$ cat src/rtl/adder_seq_ctrl.sv
`default_nettype none
// +----------------------------------------------------------------------------+
// | adder_seq_ctrl: WIDTH-bit add computed CHUNK bits per cycle on one adder.  |
// | Optional macro ADDSEQ_SUB_EN adds a 'sub' input (two's-complement A-B).    |
// | Rev 1.0                                                                    |
// +----------------------------------------------------------------------------+

module adder #(
  parameter int CHUNK  = 16,
  parameter int CWIDTH = CHUNK/4 + CHUNK%4 + 1
) (
  input  logic [CHUNK-1:0] a,
  input  logic [CHUNK-1:0] b,
  input  logic             cin,
  output logic [CHUNK-1:0] sum,
  output logic             cout
);
  localparam int NG = CHUNK / 4;
  localparam int NR = CHUNK % 4;

  // Carry chain: 4-bit groups first, leftover bits ripple singly.
  logic [CWIDTH-1:0] w_c;
  assign w_c[0] = cin;

  genvar g;
  generate
    for (g = 0; g < NG; g++) begin : g_grp
      assign {w_c[g+1], sum[4*g+3:4*g]} =
        {1'b0, a[4*g+3:4*g]} + {1'b0, b[4*g+3:4*g]} + {4'b0, w_c[g]};
    end
    for (g = 0; g < NR; g++) begin : g_bit
      assign {w_c[NG+g+1], sum[4*NG+g]} =
        {1'b0, a[4*NG+g]} + {1'b0, b[4*NG+g]} + {1'b0, w_c[NG+g]};
    end
  endgenerate

  assign cout = w_c[CWIDTH-1];
endmodule

module adder_seq_ctrl #(
  parameter int WIDTH = 106,
  parameter int CHUNK = 16
) (
  input  logic             clk,
  input  logic             rst,
  input  logic             in_valid,
  output logic             in_ready,
  input  logic [WIDTH-1:0] in_a,
  input  logic [WIDTH-1:0] in_b,
  input  logic             c_in,
  output logic             out_valid,
  input  logic             out_ready,
  output logic [WIDTH-1:0] s,
  output logic             c_out,
  output logic             busy
`ifdef ADDSEQ_SUB_EN
  ,
  input  logic             sub
`endif
);
  localparam int NCHUNK = (WIDTH + CHUNK - 1) / CHUNK;
  localparam int PW     = NCHUNK * CHUNK;
  localparam int CWIDTH = CHUNK/4 + CHUNK%4 + 1;
  localparam int CNTW   = (NCHUNK > 1) ? $clog2(NCHUNK) : 1;

  typedef enum logic [1:0] {IDLE = 2'd0, RUN = 2'd1, DONE = 2'd2} state_t;

  state_t r_state, w_state_next;

  logic [PW-1:0]    r_a, r_b, r_sum;
  logic             r_carry, r_cout;
  logic [CNTW-1:0]  r_cnt;
  logic [PW-1:0]    w_a_ext, w_b_ext, w_sum_next;
  logic             w_cin, w_last, w_final_cout;
  logic [CHUNK-1:0] w_chunk_sum;
  logic             w_chunk_cout;

  adder #(.CHUNK(CHUNK), .CWIDTH(CWIDTH)) u_adder (
    .a    (r_a[CHUNK-1:0]),
    .b    (r_b[CHUNK-1:0]),
    .cin  (r_carry),
    .sum  (w_chunk_sum),
    .cout (w_chunk_cout)
  );

  // Only the low WIDTH bits of B are inverted so the pad still yields the true carry.
  always_comb begin
    w_a_ext = '0;
    w_b_ext = '0;
    w_a_ext[WIDTH-1:0] = in_a;
`ifdef ADDSEQ_SUB_EN
    w_b_ext[WIDTH-1:0] = sub ? ~in_b : in_b;
    w_cin = sub ? 1'b1 : c_in;
`else
    w_b_ext[WIDTH-1:0] = in_b;
    w_cin = c_in;
`endif
  end

  always_comb begin
    w_sum_next = r_sum >> CHUNK;
    w_sum_next[PW-1 -: CHUNK] = w_chunk_sum;
  end

  assign w_last = (r_cnt == CNTW'(NCHUNK - 1));

  generate
    if (PW == WIDTH) begin : g_cout_exact
      assign w_final_cout = w_chunk_cout;
    end else begin : g_cout_pad
      logic w_unused_sum_hi;
      assign w_final_cout    = w_sum_next[WIDTH];
      assign w_unused_sum_hi = ^r_sum[PW-1:WIDTH];
    end
  endgenerate

  always_ff @(posedge clk) begin
    if (rst) r_state <= IDLE;
    else     r_state <= w_state_next;
  end

  always_comb begin
    w_state_next = r_state;
    in_ready     = 1'b0;
    out_valid    = 1'b0;
    busy         = 1'b1;
    case (r_state)
      IDLE: begin
        in_ready = 1'b1;
        busy     = 1'b0;
        if (in_valid) w_state_next = RUN;
      end
      RUN:  if (w_last) w_state_next = DONE;
      DONE: begin
        out_valid = 1'b1;
        if (out_ready) w_state_next = IDLE;
      end
      default: w_state_next = IDLE;
    endcase
  end

  always_ff @(posedge clk) begin
    if (rst) begin
      r_a     <= '0;
      r_b     <= '0;
      r_sum   <= '0;
      r_carry <= 1'b0;
      r_cout  <= 1'b0;
      r_cnt   <= '0;
    end else begin
      case (r_state)
        IDLE: if (in_valid) begin
          r_a     <= w_a_ext;
          r_b     <= w_b_ext;
          r_carry <= w_cin;
          r_cnt   <= '0;
        end
        RUN: begin
          r_a     <= r_a >> CHUNK;
          r_b     <= r_b >> CHUNK;
          r_sum   <= w_sum_next;
          r_carry <= w_chunk_cout;
          r_cnt   <= r_cnt + 1'b1;
          if (w_last) r_cout <= w_final_cout;
        end
        default: ;
      endcase
    end
  end

  assign s     = r_sum[WIDTH-1:0];
  assign c_out = r_cout;
endmodule
`default_nettype wire

$ cat config.mk
export PLATFORM = sky130hd
export DESIGN_NAME = adder_seq_ctrl
export DESIGN_NICKNAME = d
export VERILOG_FILES = /design/src/rtl/adder_seq_ctrl.sv
export SDC_FILE = /design/constraint.sdc
export NUM_CORES = 1
export LEC_CHECK = 0
export BUFFER_PORTS_ARGS = -buffer_cell sky130_fd_sc_hd__buf_4
export CORE_MARGIN = 5
export CORE_UTILIZATION = 40
export DETAILED_ROUTE_END_ITERATION = 10
export PLACE_DENSITY = 0.71
export SLEW_MARGIN = 20
export SYNTH_ARGS = -nofsm -noshare
export SYNTH_HDL_FRONTEND = slang
export SYNTH_SLANG_ARGS = --single-unit
$ cat constraint.sdc
create_clock -name clk -period 9.9 [get_ports clk]
set_clock_uncertainty 0.2 [all_clocks]
set_input_delay 1.485 -clock clk [delete_from_list [all_inputs] [get_ports clk]]
set_output_delay 1.485 -clock clk [all_outputs]
set_load 0.01 [all_outputs]
* Word level (Yosys, flattened, before mapping) *
Cells that the tools add are included.

storage, ports and cells
  logic and storage cells = 42
  bits in registers = 343
  bits of input ports = 217

cells by class
  reductions and logical operators = 5
  muxes and demuxes = 15
  equal/unequal tests = 6
  add/subtract/negate cells = 9

operator list
  cell                                           count
  case mux 112 bit (2 select lines)              2
  2-to-1 mux 112 bit                             2
  adder 4 x 4 -> 5 bit                           4
  adder 5 x 1 -> 5 bit                           4
  2-to-1 mux 2 bit                               3
  != test 2 bit, second input constant           3
  case mux 2 bit (3 select lines)                1
  case mux 3 bit (2 select lines)                1
  2-to-1 mux 1 bit                               4
  AND reduction 2 bit                            2
  adder 3 x 1 -> 3 bit, second input constant    1
  == test 3 bit, second input constant           1
  2-to-1 mux 3 bit                               1
  AND reduction 3 bit                            1
  == test 2 x 1 -> 1 bit, second input constant  1
  == test 2 bit, second input constant           1
  logical NOT 2 bit                              1
  case mux 1 bit (2 select lines)                1
  nonzero test 2 bit                             1

* Logic depth before layout (Yosys ltp) *
  depth in word-level cells = 6
  depth in mapped cells = 20
  depth with buffers taken out = 20

* Cells and area by module *
From an unflattened synthesis, not the netlist that was laid out.

second synthesis, totals
  cell total of the unflattened synthesis = 2000
  area, all modules = 17066.4 µm²

by module, submodules not included
  module          cells an instance  sequential area each (µm²)  area an instance (µm²)  instances
  adder_seq_ctrl  1941               6626.4                      16519.6                 1
  adder           59                 0.0                         546.8                   1

* Worst setup path after synthesis *
Ideal clock, no wire load.

  kind = register to register
  start point = register r_a[0]
  end point = register r_sum[109]
  arrival time = 4580 ps
  cell stages (with the launch flop) = 19
  buffers on the path = 0
  setup slack = 5035 ps
  path through = dfxtp_1 > inv_1 > fa_1 > inv_1 > fa_1 > a21o_1 > a21o_1 > fa_1 > fa_1 > a21o_1 > a21o_1 > fa_1 > fa_1 > a21o_1 > a21o_1 > fa_1 > inv_1 > fa_1 > a211oi_1

on the way
  longest elaborated chain between the ends = 5

ends and longest elaborated chain
  element                             line  RTL
  from (decl)                         70    logic [PW-1:0] r_a, r_b, r_sum;
  from (signal assigned)              153   r_a <= w_a_ext;
  from (signal assigned)              159   r_a <= r_a >> CHUNK;
  adder 4 x 4 -> 5 bit                29    {1'b0, a[4*g+3:4*g]} + {1'b0, b[4*g+3:4*g]} + {4'b0, w_c[g]};
  adder 5 x 1 -> 5 bit (4 in series)  29
  to (signal assigned)                161   r_sum <= w_sum_next;
  to (decl)                           70

No other way between the ends.
A chain may end at the register's enable or synchronous reset.

* Final worst setup path *
  start point = register r_a[0]
  end point = register r_carry

on the way
  longest elaborated chain between the ends = 6

ends and longest elaborated chain
  element                             line  RTL
  adder 4 x 4 -> 5 bit                29
  adder 5 x 1 -> 5 bit (4 in series)  29
  case mux 1 bit (2 select lines)     151   case (r_state)
  to (signal assigned)                155   r_carry <= w_cin;
  to (signal assigned)                162   r_carry <= w_chunk_cout;
  to (decl)                           71    logic r_carry, r_cout;

No other way between the ends.

==> metrics.md <==
| Metric | Value |
|---|---|
| Post-CTS resize count | `0` |
| Worst-path cell chain | `inv_1 -> fa_1 -> inv_1 -> fa_1 -> a21o_1 -> a21o_1 -> fa_1 -> fa_1 -> a21o_1 -> a21o_1 -> fa_1 -> fa_1 -> a21o_1 -> a21o_1 -> fa_1 -> inv_1 -> fa_1 -> nor2b_1 -> o221ai_1 -> a21oi_1` |
| Final WS setup | `4670 ps` |
| Post-Syn Area | `14500 sq um` |
| Syn Area/Cell | `8.10 sq um` |
| Synthesis-stage register bit count | `331` |
| Clk buf depth | `3` |
| Post-synth top area share | `0.458` |
| Synthesis-to-finish area growth | `19.7%` |
| Fin crit share | `0.528` |
| Antenna violations before repair | `0` |
| H-tree level count | `2` |
| Post-CTS Setup Inserts | `0` |
| Cell variety after synth | `35` |
| Worst slack at placement | `4700 ps` |
| Post-DRT Antenna Nets | `0` |
| Largest net degree at the start of global routing | `165` |
| Root buffer cell | `clkbuf_16` |
| CP max stage delay | `430 ps` |
| Starting density of the core | `0.406` |
| Final Hold Viols | `0` |
| Dpl cells | `2327` |
| Slew HR | `0.287` |
| Hold Slack | `255 ps` |
| First-pass GRT wire length | `63.4 mm` |
| Fmax | `0.191 GHz` |
| Vias | `12500` |
| I/O Buffers | `326` |
| CP Data Required Time | `10040 ps` |
| Vias in the first global route | `11900` |
| Height of the die | `200 um` |
| Crit-path slowest cell | `fa_1` |
| Hold buffers post-CTS | `0` |
| Run status | `finished clean` |
| Die area | `40100 sq um` |
| Grt ovf | `0` |
| Core Area | `35700 sq um` |
| CTS tree | `done` |
| Most used cell, CP | `fa_1` |
| Mapped Cells | `1787` |
| Die Width | `200 um` |
| Worst-path maximum fanout | `2` |
| CTS clock-pin slew for the worst setup and hold paths | `60 ps` |
| Critical Path End Type | `flop` |
| Synth area leaders | `dfxtp_1, nand2_1, a311oi_1, buf_4, nor2_1` |
| Clk Latency, worst-skew pair | `520 ps` |
| Initial drt markers | `864` |
| Clock sink count | `331` |
| Crit start category | `flop` |
| Setup violations, final | `0` |
| RSZ-0062 raised after global routing | `no` |
| Final std cells w/o fill | `2394` |
| PD cells | `187 nW/um^2` |
| Setup TNS | `0 ps` |
| Post-DR vias/cell | `5.21` |
| Final WL | `40.6 mm` |
| Area leader, netlist | `dfxtp_1` |
| Final Max Slew Viols | `0` |
| DRC viols | `0` |
| Synthesis Warnings | `0` |
| Leakage | `0.00713 uW` |
| Sequential area share after synthesis | `0.458` |
| I/O pin cnt | `327` |
| Total clock buffers created by CTS | `37` |
| Routability congestion estimate | `0.820` |
| Max-cap viol count | `0` |
| GRT Util Overall | `0.190` |
| Final min period | `5230 ps` |
| R2r setup slk | `4670 ps` |
| VDD IR max | `98.7 uV` |
| N_diodes | `0` |
| Critical path class | `flop to flop` |
| First-pass DRT Iterations | `5` |
| Pin slew with the least headroom to its limit | `1070 ps` |
| Routed len/inst | `17.0 um` |
| Ratio of cells with drive above 1 in the final layout | `0.220` |
| DP HPWL | `28.3 mm` |
| Core Rows | `69` |
| Worst hold path class | `flop to flop` |
| Synth Net Count | `2026` |
| Critical path arrival | `5380 ps` |
| Layout Nets | `2146` |
==> critical path, delay by kind of cell (launching register included) <==
family | cells | cell delay [ps]
flip-flops | 1 | 310
buffers and inverters | 3 | 210
adder cells (fa/ha/maj) | 8 | 2870
AND/OR/NAND/NOR | 1 | 70
AO/OA/AOI/OAI | 8 | 1420
==> cells in the mapped netlist (all sizes together) <==
library cell	number
nand2	566
dfxtp	331
nor2	220
buf	216
a311oi	181
a21oi	108
clkbuf	42
a22oi	33
ha	14
inv	10
fa	8
nand3	7
a211oi	6
a21o	6
nand3b	6
nor2b	6
a2111o	4
nand4	4
xnor2	4
nor3	2
or2	2
a2bb2oi	1
a31oi	1
a32oi	1
and2b	1
and4	1
nand2b	1
nor3b	1
o21ba	1
o21bai	1
o221ai	1
xor2	1
==> per-stage QoR <==
| step | area [sq um] | utilization | power [uW] |
|---|---|---|---|
| 3_5_place_dp | 16000 | 0.449 | 1880 |
| 6_report | 17300 | 0.486 | 3250 |
| 2_1_floorplan | 14500 | - | 1740 |
| 5_1_grt | 17300 | 0.486 | 3390 |
| 4_1_cts | 17300 | 0.485 | 3280 |
| 3_3_place_gp | 16000 | 0.449 | 1870 |
==> area by class of cell <==
cell class / instances / area (sq um)
fillers: 3464 / 18300
well taps: 461 / 577
repair buffers: 339 / 2580
flip-flops and latches: 331 / 6630
clock inverters: 11 / 163
clock buffers: 54 / 1100
inverters: 10 / 37.5
multi-input cells: 1188 / 6240
==> cells by family (layout without fill, tap and decap cells) <==
group                      Yosys count  count (layout)  share of synthesized area
and+or+nand+nor                    817             817                      0.218
AOI/OAI and AO/OA                  344             344                      0.185
buffers and inverters              268             414                      0.113
DFF                                331             331                      0.458
adders and majority gates           22              22                     0.0232
xor gates and xnor gates             5               5                    0.00303
==> power by group <==
group / switching (uW) / internal (uW) / total, uW
clock: 542 / 852 / 1390
sequential: 57.4 / 1420 / 1470
combinational: 217 / 161 / 378
total: 817 / 2430 / 3250
==> path summary, 6_finish.rpt <==
path / start / depth (start not counted) / to
min: r_sum[11]$_SDFFE_PP0P_ / 2 / r_sum[11]$_SDFFE_PP0P_
max reg2reg: r_a[0]$_SDFFE_PP0P_ / 20 / r_carry$_SDFFE_PP0P_
max: r_a[0]$_SDFFE_PP0P_ / 20 / r_carry$_SDFFE_PP0P_
min reg2reg: r_sum[11]$_SDFFE_PP0P_ / 2 / r_sum[11]$_SDFFE_PP0P_
==> layer usage <==
metal | global-route usage | vias up | wire length (um)
li1 | - | 6207 | -
met1 | 0.242 | 5810 | 17200
met2 | 0.317 | 398 | 19200
met3 | 0.0508 | 60 | 3100
met4 | 0.0578 | 0 | 1170
met5 | 0 | - | 0
==> flip-flops by register name, indices dropped and copies added (netlist names) <==
name     flops
c_out        1
r_a        106
r_b        106
r_carry      1
r_cnt        3
r_state      2
r_sum      112
==> cell usage in the layout, fill, tap and decap left out, types with 6 or more instances in the layout <==
cell type and n:
a211oi_1 6, a21o_1 6, a21oi_1 108, a22oi_1 33, a311oi_1 161, a311oi_2 20
buf_4 335, clkbuf_1 6, clkbuf_16 37, clkbuf_8 11, dfxtp_1 331, fa_1 8
ha_1 14, inv_1 10, nand2_1 566, nand3_1 7, nand3b_1 6, nor2_1 220
nor2b_1 6
No activity file was read; power rests on OpenSTA's default activity.
